`src/rtl/sevenseg_scan_driver.sv`:
```
// Latches a 16-bit value and scans it as four hex digits on a common-anode display.
// Outputs are registered one cycle behind the scan state; a blanking gap separates slots.
module sevenseg_scan_driver #(
  parameter int REFRESH_DIV  = 100000,
  parameter int BLANK_CYCLES = 2
) (
  input  logic        clk,
  input  logic        rst,
  input  logic [15:0] value,
  input  logic        load,
  input  logic [3:0]  blank_mask,
  output logic [6:0]  seg,
  output logic        dp,
  output logic [3:0]  an
);

  localparam int MAX_CNT = (REFRESH_DIV > BLANK_CYCLES)
                         ? ((REFRESH_DIV > 2) ? REFRESH_DIV : 2)
                         : ((BLANK_CYCLES > 2) ? BLANK_CYCLES : 2);
  localparam int PW = $clog2(MAX_CNT);
  localparam logic [PW-1:0] SCAN_TC  = PW'(REFRESH_DIV - 1);
  localparam logic [PW-1:0] BLANK_TC = PW'((BLANK_CYCLES > 0) ? BLANK_CYCLES - 1 : 0);

  typedef enum logic {SCAN = 1'b0, BLANK = 1'b1} state_t;

  state_t        state, state_nxt;
  logic [1:0]    digit_idx, digit_idx_nxt;
  logic [PW-1:0] prescaler, prescaler_nxt;
  logic [15:0]   shadow;
  logic [3:0]    nibble;
  logic [6:0]    seg_nxt;
  logic [3:0]    an_nxt;

  function automatic logic [6:0] hex_glyph(input logic [3:0] n);
    case (n)
      4'h0: hex_glyph = 7'b1000000;
      4'h1: hex_glyph = 7'b1111001;
      4'h2: hex_glyph = 7'b0100100;
      4'h3: hex_glyph = 7'b0110000;
      4'h4: hex_glyph = 7'b0011001;
      4'h5: hex_glyph = 7'b0010010;
      4'h6: hex_glyph = 7'b0000010;
      4'h7: hex_glyph = 7'b1111000;
      4'h8: hex_glyph = 7'b0000000;
      4'h9: hex_glyph = 7'b0010000;
      4'hA: hex_glyph = 7'b0001000;
      4'hB: hex_glyph = 7'b0000011;
      4'hC: hex_glyph = 7'b1000110;
      4'hD: hex_glyph = 7'b0100001;
      4'hE: hex_glyph = 7'b0000110;
      default: hex_glyph = 7'b0001110;
    endcase
  endfunction

  assign nibble = shadow[{digit_idx, 2'b00} +: 4];
  assign dp     = 1'b1;

  always_comb begin
    state_nxt     = state;
    digit_idx_nxt = digit_idx;
    prescaler_nxt = prescaler + 1'b1;
    an_nxt        = 4'b1111;
    seg_nxt       = 7'b1111111;
    case (state)
      SCAN: begin
        if (!blank_mask[digit_idx]) begin
          an_nxt  = ~(4'b0001 << digit_idx);
          seg_nxt = hex_glyph(nibble);
        end
        if (prescaler == SCAN_TC) begin
          prescaler_nxt = '0;
          if (BLANK_CYCLES > 0) begin
            state_nxt = BLANK;
          end else begin
            digit_idx_nxt = digit_idx + 2'd1;
          end
        end
      end
      default: begin
        if (prescaler == BLANK_TC) begin
          prescaler_nxt = '0;
          digit_idx_nxt = digit_idx + 2'd1;
          state_nxt     = SCAN;
        end
      end
    endcase
  end

  always_ff @(posedge clk) begin
    if (rst) begin
      state     <= SCAN;
      digit_idx <= 2'd0;
      prescaler <= '0;
      shadow    <= 16'h0000;
      an        <= 4'b1111;
      seg       <= 7'b1111111;
    end else begin
      state     <= state_nxt;
      digit_idx <= digit_idx_nxt;
      prescaler <= prescaler_nxt;
      an        <= an_nxt;
      seg       <= seg_nxt;
      // Load is independent of the scan; it only ever touches the shadow.
      if (load) shadow <= value;
    end
  end

endmodule

```
`config.mk`:
```
export PLATFORM = sky130hd
export DESIGN_NAME = sevenseg_scan_driver
export DESIGN_NICKNAME = d
export VERILOG_FILES = /design/src/rtl/sevenseg_scan_driver.sv
export SDC_FILE = /design/constraint.sdc
export NUM_CORES = 1
export LEC_CHECK = 0
export BUFFER_PORTS_ARGS = -buffer_cell sky130_fd_sc_hd__buf_4
export CORE_MARGIN = 4
export CORE_UTILIZATION = 60
export CTS_BUF_LIST = sky130_fd_sc_hd__clkbuf_16
export DETAILED_ROUTE_END_ITERATION = 8
export GPL_TIMING_DRIVEN = 0
export HOLD_SLACK_MARGIN = 0.08
export PLACE_DENSITY = 0.88
export SLEW_MARGIN = 10
export SYNTH_ARGS = -nofsm -noshare
export SYNTH_HDL_FRONTEND = slang
export SYNTH_SLANG_ARGS = --single-unit
```
`constraint.sdc`:
```
create_clock -name clk -period 4.45 [get_ports clk]
set_input_delay 0.445 -clock clk [delete_from_list [all_inputs] [get_ports clk]]
set_output_delay 0.445 -clock clk [all_outputs]
set_load 0.05 [all_outputs]
```
### After elaboration in Yosys (flattened, before gate mapping)

Memories as Yosys holds them, arrays and structs flattened. A register that Yosys moved wholly into a read port is not among the register bits.
Cells that the tools add are included.

* bits in registers: 40
* latch bits: 0
* RAM bits: 0
* memory bits (read-only): 112
* bits of input ports: 23
* output and inout bits: 12
* word-level logic and storage cells: 24
* memories: 1

* $add $sub $neg: 2
* $mul: 0
* div/mod/pow operators: 0
* $lt $le $gt $ge: 1
* equal/unequal tests: 2
* shift-type cells: 2
* multiplexer cells: 8
* bitwise gates (word level): 1
* reduce and logical (&&, ||, !) cells: 2

Memory list
* (no name shown): words 16, bits a word 7, rd ports 1, clocked after Yosys merged registers in 1, write ports 0, RTL line 35 `case (n)`

Operators by type and width (count)
* $mux W17: 3
* $add A17 B1 Y17 const B: 1
* $eq A17 B1 Y1 const B: 1
* $eq A17 B17 Y1 const B: 1
* $shiftx A16 B5 Y4: 1
* $mux W1: 4
* $not A4 Y4: 1
* $shl A1 B2 Y4 const A: 1
* $lt A2 B3 Y1 const B: 1
* $reduce_or A3 Y1: 1
* $add A2 B1 Y2 const B: 1
* $bmux W1 S2: 1
* $reduce_and A2 Y1: 1

### Logic depth before layout (Yosys ltp)

Gate-level depths: netlist of the first run.

* word-level depth: 3
* depth in mapped cells: 8
* gate-level depth less buffers: 6

### Least setup slack after synthesis of the first run

Ideal clock, no wire load.

* path type: reg2reg
* start point: register digit_idx[0]
* end point: register seg[1]
* setup time: 129 ps
* arrival: 1833 ps
* required time: 4321 ps
* slack: 2488 ps
* stages on the path, launching flop included: 7
* clock period less this slack: 1962 ps
* cell sequence: dfxtp_1 > clkbuf_1 > mux4_2 > inv_1 > ha_1 > o211ai_1 > o211ai_1

* cells in the longest elaborated chain, start to end: 3
* elaborated cells between the ends (all ways): 4

RTL lines
* start: declaration: RTL line 27 `logic [1:0] digit_idx, digit_idx_nxt;`
* start signal: assignment: RTL line 99 `digit_idx <= digit_idx_nxt;`
* branches (longest 3 deep; another with $shiftx A16 B5 Y4)
* end: declaration: RTL line 12 `output logic [6:0] seg,`

Several ways; the timed one is not identified. The select of a mux whose other input is x is not followed.
A chain may end at the register's enable or synchronous reset.

### Final worst setup path of the first run

* start point: register digit_idx[0]
* end point: register seg[5]

Same word-level chain as after synthesis.

==> results of run 1 <==
## metrics by stage
step / std cells / cell area, um^2 / utilization [%] / hold WS, ns / power [mW]
global placement: 303 / 2540 / 73.3 / 0.468 / 0.554
detailed placement: 303 / 2540 / 73.3 / 0.483 / 0.557
finish: 311 / 2710 / 78.1 / 0.393 / 0.962
global route: 311 / 2710 / 78.1 / 0.415 / 0.993
floorplan: 225 / 2250 / - / 0.455 / 0.522
CTS: 311 / 2710 / 78.1 / 0.395 / 0.964
## worst max-delay path by stage
stage,slack [ns],depth (start not counted),endpoint,from
5_1_grt,2.05,6,seg[5],digit_idx[0]
3_3_place_gp,2.30,6,seg[1],digit_idx[0]
4_1_cts,2.19,6,seg[5],digit_idx[0]
2_1_floorplan,2.49,6,seg[1],digit_idx[0]
3_5_place_dp,2.26,6,seg[1],digit_idx[0]
6_report,2.17,6,seg[5],digit_idx[0]
## metal layers
layer  vias to the layer above  wire length [um]  GRT usage, %  share of wire, %
met3                         9               348          5.07               7.2
met4                         0                78          8.89               1.6
met1                       842              2070          26.6                43
li1                        886                 -             -                 -
met2                        62              2370          34.0                49
met5                         -                 0             0                 0
## kinds of logic after synthesis
group,after synthesis
compound gates,23
xor+xnor,14
fa+ha+maj,12
buf+inv,24
flops,47
mux,22
other cells,1
simple gates,82
## flip-flops by register name (all words and copies together) (netlist names)
signal	cells
digit_idx	2
shadow	16
state	1
an	4
seg	7
prescaler	17
## placed cells by master, fill, tap and decap left out, types with 2 or more instances in the layout
cell type   n
ha_1       12
nand2_1     9
dfxtp_1    47
o31ai_1     2
mux2i_1    17
nor4b_1     2
buf_4      33
o221ai_1    4
nand4_1    10
xnor2_1     4
nor3_1     19
a211oi_1    3
and4_1      3
buf_2       5
nor2b_1     2
mux4_2      5
o21ai_0     3
xor2_1     10
nand3_1     6
and3_1      2
clkbuf_1    4
buf_6       3
a21oi_1     6
clkbuf_16   5
nor2_1     20
o211ai_1    2
inv_1       9
## power breakdown
part / switching, mW / internal (mW)
clock: 0.150 / 0.262
sequential: 0.00935 / 0.437
combinational: 0.0580 / 0.0459
total: 0.218 / 0.744
## area by class of cell
| type | count | area [um^2] |
|---|---|---|
| buffer | 15 | 105 |
| clock buffer | 5 | 125 |
| clock inverter | 3 | 38.8 |
| fill | 236 | 761 |
| inverter | 9 | 33.8 |
| multi-input combinational | 154 | 1170 |
| sequential | 47 | 941 |
| tap | 46 | 57.6 |
| timing repair buffer | 32 | 240 |
## critical path, delay by kind of cell, from the launching register on
kind            cells  cell delay, ns
buf+inv             1            0.38
flops               1            0.37
fa+ha+maj           1            0.24
simple gates        1            0.15
mux                 1            0.63
compound gates      2            0.37
==> results_dict.tcl, run 1 <==
set metrics [dict create \
    synth-seq-area-share_pct 41.9 \
    fp-row-count 21 \
    synth_most_common_cell "dfxtp_1" \
    die_w_um 69.2 \
    yosys.area_share.adder_pct 6.69 \
    die_area_um2 4790 \
    cp-end-kind "flip-flop" \
    post_cts_buffers 0 \
    synth_edf_count 0 \
    hold_path_class "in -> reg" \
    antenna_found_initial 0 \
    finalCritPeriodShare_pct 51.2 \
    ios 35 \
    skew_ns 0.00411 \
    grt_max_degree 15 \
    grt_first_pass_wirelength_um 8240 \
    cts_made_buffers 5 \
    yosysTopAreaCellShare_pct 41.9 \
    io_buffers 32 \
    yosysUniqueCellTypes 41 \
    place_ws_ns 2.26 \
    antenna_cells 0 \
    synth_area_leaders "dfxtp_1 42%, mux2i_1 7.6%, ha_1 6.7%" \
    syn_avg_cell_area_um2 9.98 \
    cts_tree "built" \
    crit_required_ns 4.60 \
    wirelength_um 4870 \
    vias 1799 \
    clock_latency_ns 0.28 \
    timing.rr.start "digit_idx[0]" \
    synth_top_family_by_area "simple AND/OR/NAND/NOR gates" \
    cts.path.max_buffers 2 \
    synthXorXnorAreaFrac_pct 5.46 \
    path_max_fanout 7 \
    clk_pin_slew_worst_paths_ns 0.06 \
    vdd_drop_max_v 0.000212 \
    synthSimpleGateAreaFrac_pct 20.1 \
    crit_path_top_delay_cell "mux4_2" \
    grt_usage_pct 21.0 \
    setup_ws_ns 2.17 \
    clock-root-buffer "clkbuf_16" \
    remaining_drc_errors 0 \
    min_period_ns 2.28 \
    syn-num-nets 260 \
    start_kind "flip-flop" \
    synth_largest_area_cell "dfxtp_1" \
    hold_buffers 0 \
    viasPerCell 5.78 \
    gr-total-overflow 0 \
    max_freq_ghz 0.439 \
    synth_compound_area_share_pct 6.96 \
    hold_viol 0 \
    min_path_cells 3 \
    worstSetupPathType "reg -> reg" \
    die_h_um 69.2 \
    tns_ns 0 \
    wl_per_cell_um 15.6 \
    drt-pass1-iter-count 4 \
    syn_inst 225 \
    power_density_nw_per_um2 355 \
    coreArea_um2 3470 \
    ys_async_sr_fraction_pct 0 \
    setup_viol 0 \
    antenna_left 0 \
    cap_viol_max_count 0 \
    grt_pass1_vias 1792 \
    critPathMaxStageDelay_ns 0.63 \
    hpwl_um 3330 \
    r2r.worst_path.cells 6 \
    ctsResizeCount 0 \
    area_growth_pct 20.6 \
    synth_common_cells "47 x dfxtp_1, 20 x nor2_1, 19 x nor3_1, 17 x mux2i_1, 12 x ha_1" \
    cp.arrival_ns 2.43 \
    layout.nets 299 \
    maxSlewViolCount 0 \
    min-delay-start "value[10]" \
    ys_ff_latch 47 \
    status "complete, no violations" \
    drive_above_1_share_pct 22.3 \
    synthFlopType "dfxtp_1" \
    routabilityCongestion 0.841 \
    ys_warn_count 0 \
    drt-initial-drc-count 172 \
    min_to "shadow[10]" \
    htree_levels 2 \
    syn_area_um2 2250 \
    crit_chain "clkbuf_1 -> mux4_2 -> ha_1 -> nor2b_1 -> a21oi_1 -> o221ai_1" \
    muxShareOfSynthArea_pct 12.6 \
    p_leak_nw 1.10 \
    rsz0062_at_grt "no" \
    clock_sinks 47 \
    rr_endpoint "seg[5]" \
    start_util_pct 64.8 \
    ff2ff_setup_slack_ns 2.17 \
]
Note: power is estimated with default switching activity, not from simulation.
==> inputs of run 2 (changes only) <==
- CORE_UTILIZATION: 60 -> 50
- PLACE_DENSITY: 0.88 -> 0.78
- clock period: 4.45 -> 1.9 ns (I/O delays scaled with it)
==> run 2 against run 1 <==
Compared with the run above: flip-flop and latch count stayed put; non-clock buffer count increased by 2; maximum frequency up 22%; combinational power up 140%; register-to-register slack worse by 2.1 ns; via count decreased by 2.6%; cell count grew 2.6%; hold slack worse by 0.25 ns; design area grew 0.97%; clock-buffer cell count unchanged; sequential power rose by 130%; largest cell class unchanged; highest routed layer unchanged.
==> results_dict.tcl, run 2 (same netlist as run 1, synthesis figures left out) <==
set metrics [dict create \
    vdd_drop_max_v 0.000360 \
    clock-root-buffer "clkbuf_16" \
    p_leak_nw 1.11 \
    post-route-cell-area_um2 2730 \
    htree_levels 2 \
    remaining_drc_errors 0 \
    grt_pass1_vias 1636 \
    start_util_pct 51.6 \
    grt_usage_pct 17.9 \
    top_regs "prescaler (17), shadow (16), seg (7)" \
    ios 35 \
    path_max_fanout 7 \
    skew_ns 0.00376 \
    crit_chain "clkbuf_8 -> mux4_2 -> ha_2 -> nor2b_1 -> a211oi_1 -> o21ai_0" \
    grt_max_degree 14 \
    start_kind "flip-flop" \
    largest_reg_flops 17 \
    setup_ws_ns 0.0299 \
    drt-initial-drc-count 153 \
    viasPerCell 5.49 \
    coreArea_um2 4350 \
    drive_above_1_share_pct 25.1 \
    wirelength_um 4600 \
    gr-total-overflow 0 \
    cp-end-kind "flip-flop" \
    r2r.worst_path.cells 6 \
    fp-row-count 24 \
    antenna_found_initial 0 \
    most-common-layout-cells "45 x dfxtp_1, 36 x buf_4, 20 x nor2_1, 19 x nor3_1, 17 x mux2i_1" \
    clock_sinks 47 \
    min_path_cells 3 \
    maxSlewViolCount 0 \
    cp.arrival_ns 2.04 \
    min_period_ns 1.87 \
    setup_viol 0 \
    cts_tree "built" \
    status "complete, no violations" \
    total_power_mw 2.10 \
    cap_viol_max_count 0 \
    hold_slack_ns 0.143 \
    max_freq_ghz 0.535 \
    post-route-util_pct 62.8 \
    cts.path.max_buffers 2 \
    drt-pass1-iter-count 4 \
    antenna_left 0 \
    place_area_um2 2550 \
    die_area_um2 5630 \
    area_growth_pct 21.7 \
    clock_latency_ns 0.28 \
    finalCritPeriodShare_pct 98.4 \
    top_register "prescaler" \
    io_buffers 32 \
    critPathMaxStageDelay_ns 0.57 \
    cts_made_buffers 5 \
    worstSetupPathType "reg -> reg" \
    wl_per_cell_um 14.4 \
    place_ws_ns -0.152 \
    crit_required_ns 2.07 \
    rsz0062_at_grt "yes" \
    grt_first_pass_wirelength_um 7600 \
    die_h_um 75.0 \
    power_density_nw_per_um2 769 \
    hold_buffers 0 \
    final_common_cell "dfxtp_1" \
    antenna_cells 0 \
    die_w_um 75.0 \
    routabilityCongestion 0.816 \
    hold_viol 0 \
    crit_path_top_delay_cell "mux4_2" \
    layout.nets 301 \
    hold_path_class "in -> reg" \
    hpwl_um 3330 \
    clk_pin_slew_worst_paths_ns 0.06 \
    vias 1752 \
]
[run 2: cell types whose count changed in the layout (fill, tap and decap cells not counted), sizes merged]
| cell | before | now |
|---|---|---|
| bufinv | 1 | 0 |
| buf | 43 | 46 |
| inv | 9 | 10 |
| clkbuf | 9 | 8 |
[run 2: power by group]
group          switching (mW)  total (mW)  internal (mW)  leakage [nW]
clock network           0.335       0.808          0.473        0.0701
logic                   0.135       0.250          0.114         0.652
registers              0.0213        1.04           1.02         0.386
[run 2: metrics by stage]
step	instances	TNS (ns)
floorplan	225	0
global placement	309	-0.663
detailed placement	309	-0.822
CTS	319	0
global route	319	-0.0957
finish	319	0
[run 2: layout make-up]
| cell class | instances | area (um^2) |
|---|---|---|
| Tap cell | 52 | 65.1 |
| Fill cell | 353 | 1620 |
| Multi-Input combinational cell | 154 | 1170 |
| Timing Repair Buffer | 35 | 263 |
| Buffer | 14 | 118 |
| Inverter | 9 | 33.8 |
| Clock buffer | 5 | 125 |
| Sequential cell | 47 | 943 |
| Clock inverter | 3 | 11.3 |
[run 2: critical path, delay by kind of cell, from the launching register on]
family                     cells  cell delay (ns)
buffers and inverters          1             0.17
AOI/OAI and AO/OA              2             0.30
DFF                            1             0.35
muxes                          1             0.57
and+or+nand+nor                1             0.13
adders and majority gates      1             0.23
[run 2: timing repair]
action / 4_1_cts / 5_1_grt
setup endpoints to repair: 17 / 14
buffers inserted: 2 / 1
resized for setup: 9 / 1
[run 2: final timing paths]
kind	from	end	slack, ns
hold reg to reg	shadow[2]	shadow[2]	0.50
hold / removal	value[15]	shadow[15]	0.14
setup reg to reg	digit_idx[0]	seg[3]	0.03
setup / recovery	digit_idx[0]	seg[3]	0.03
[run 2: layer usage]
layer	share of wire, %	GRT usage [%]
met1	44	22.2
met2	49	30.7
met3	5.0	4.01
met4	1.8	5.93
met5	0	0
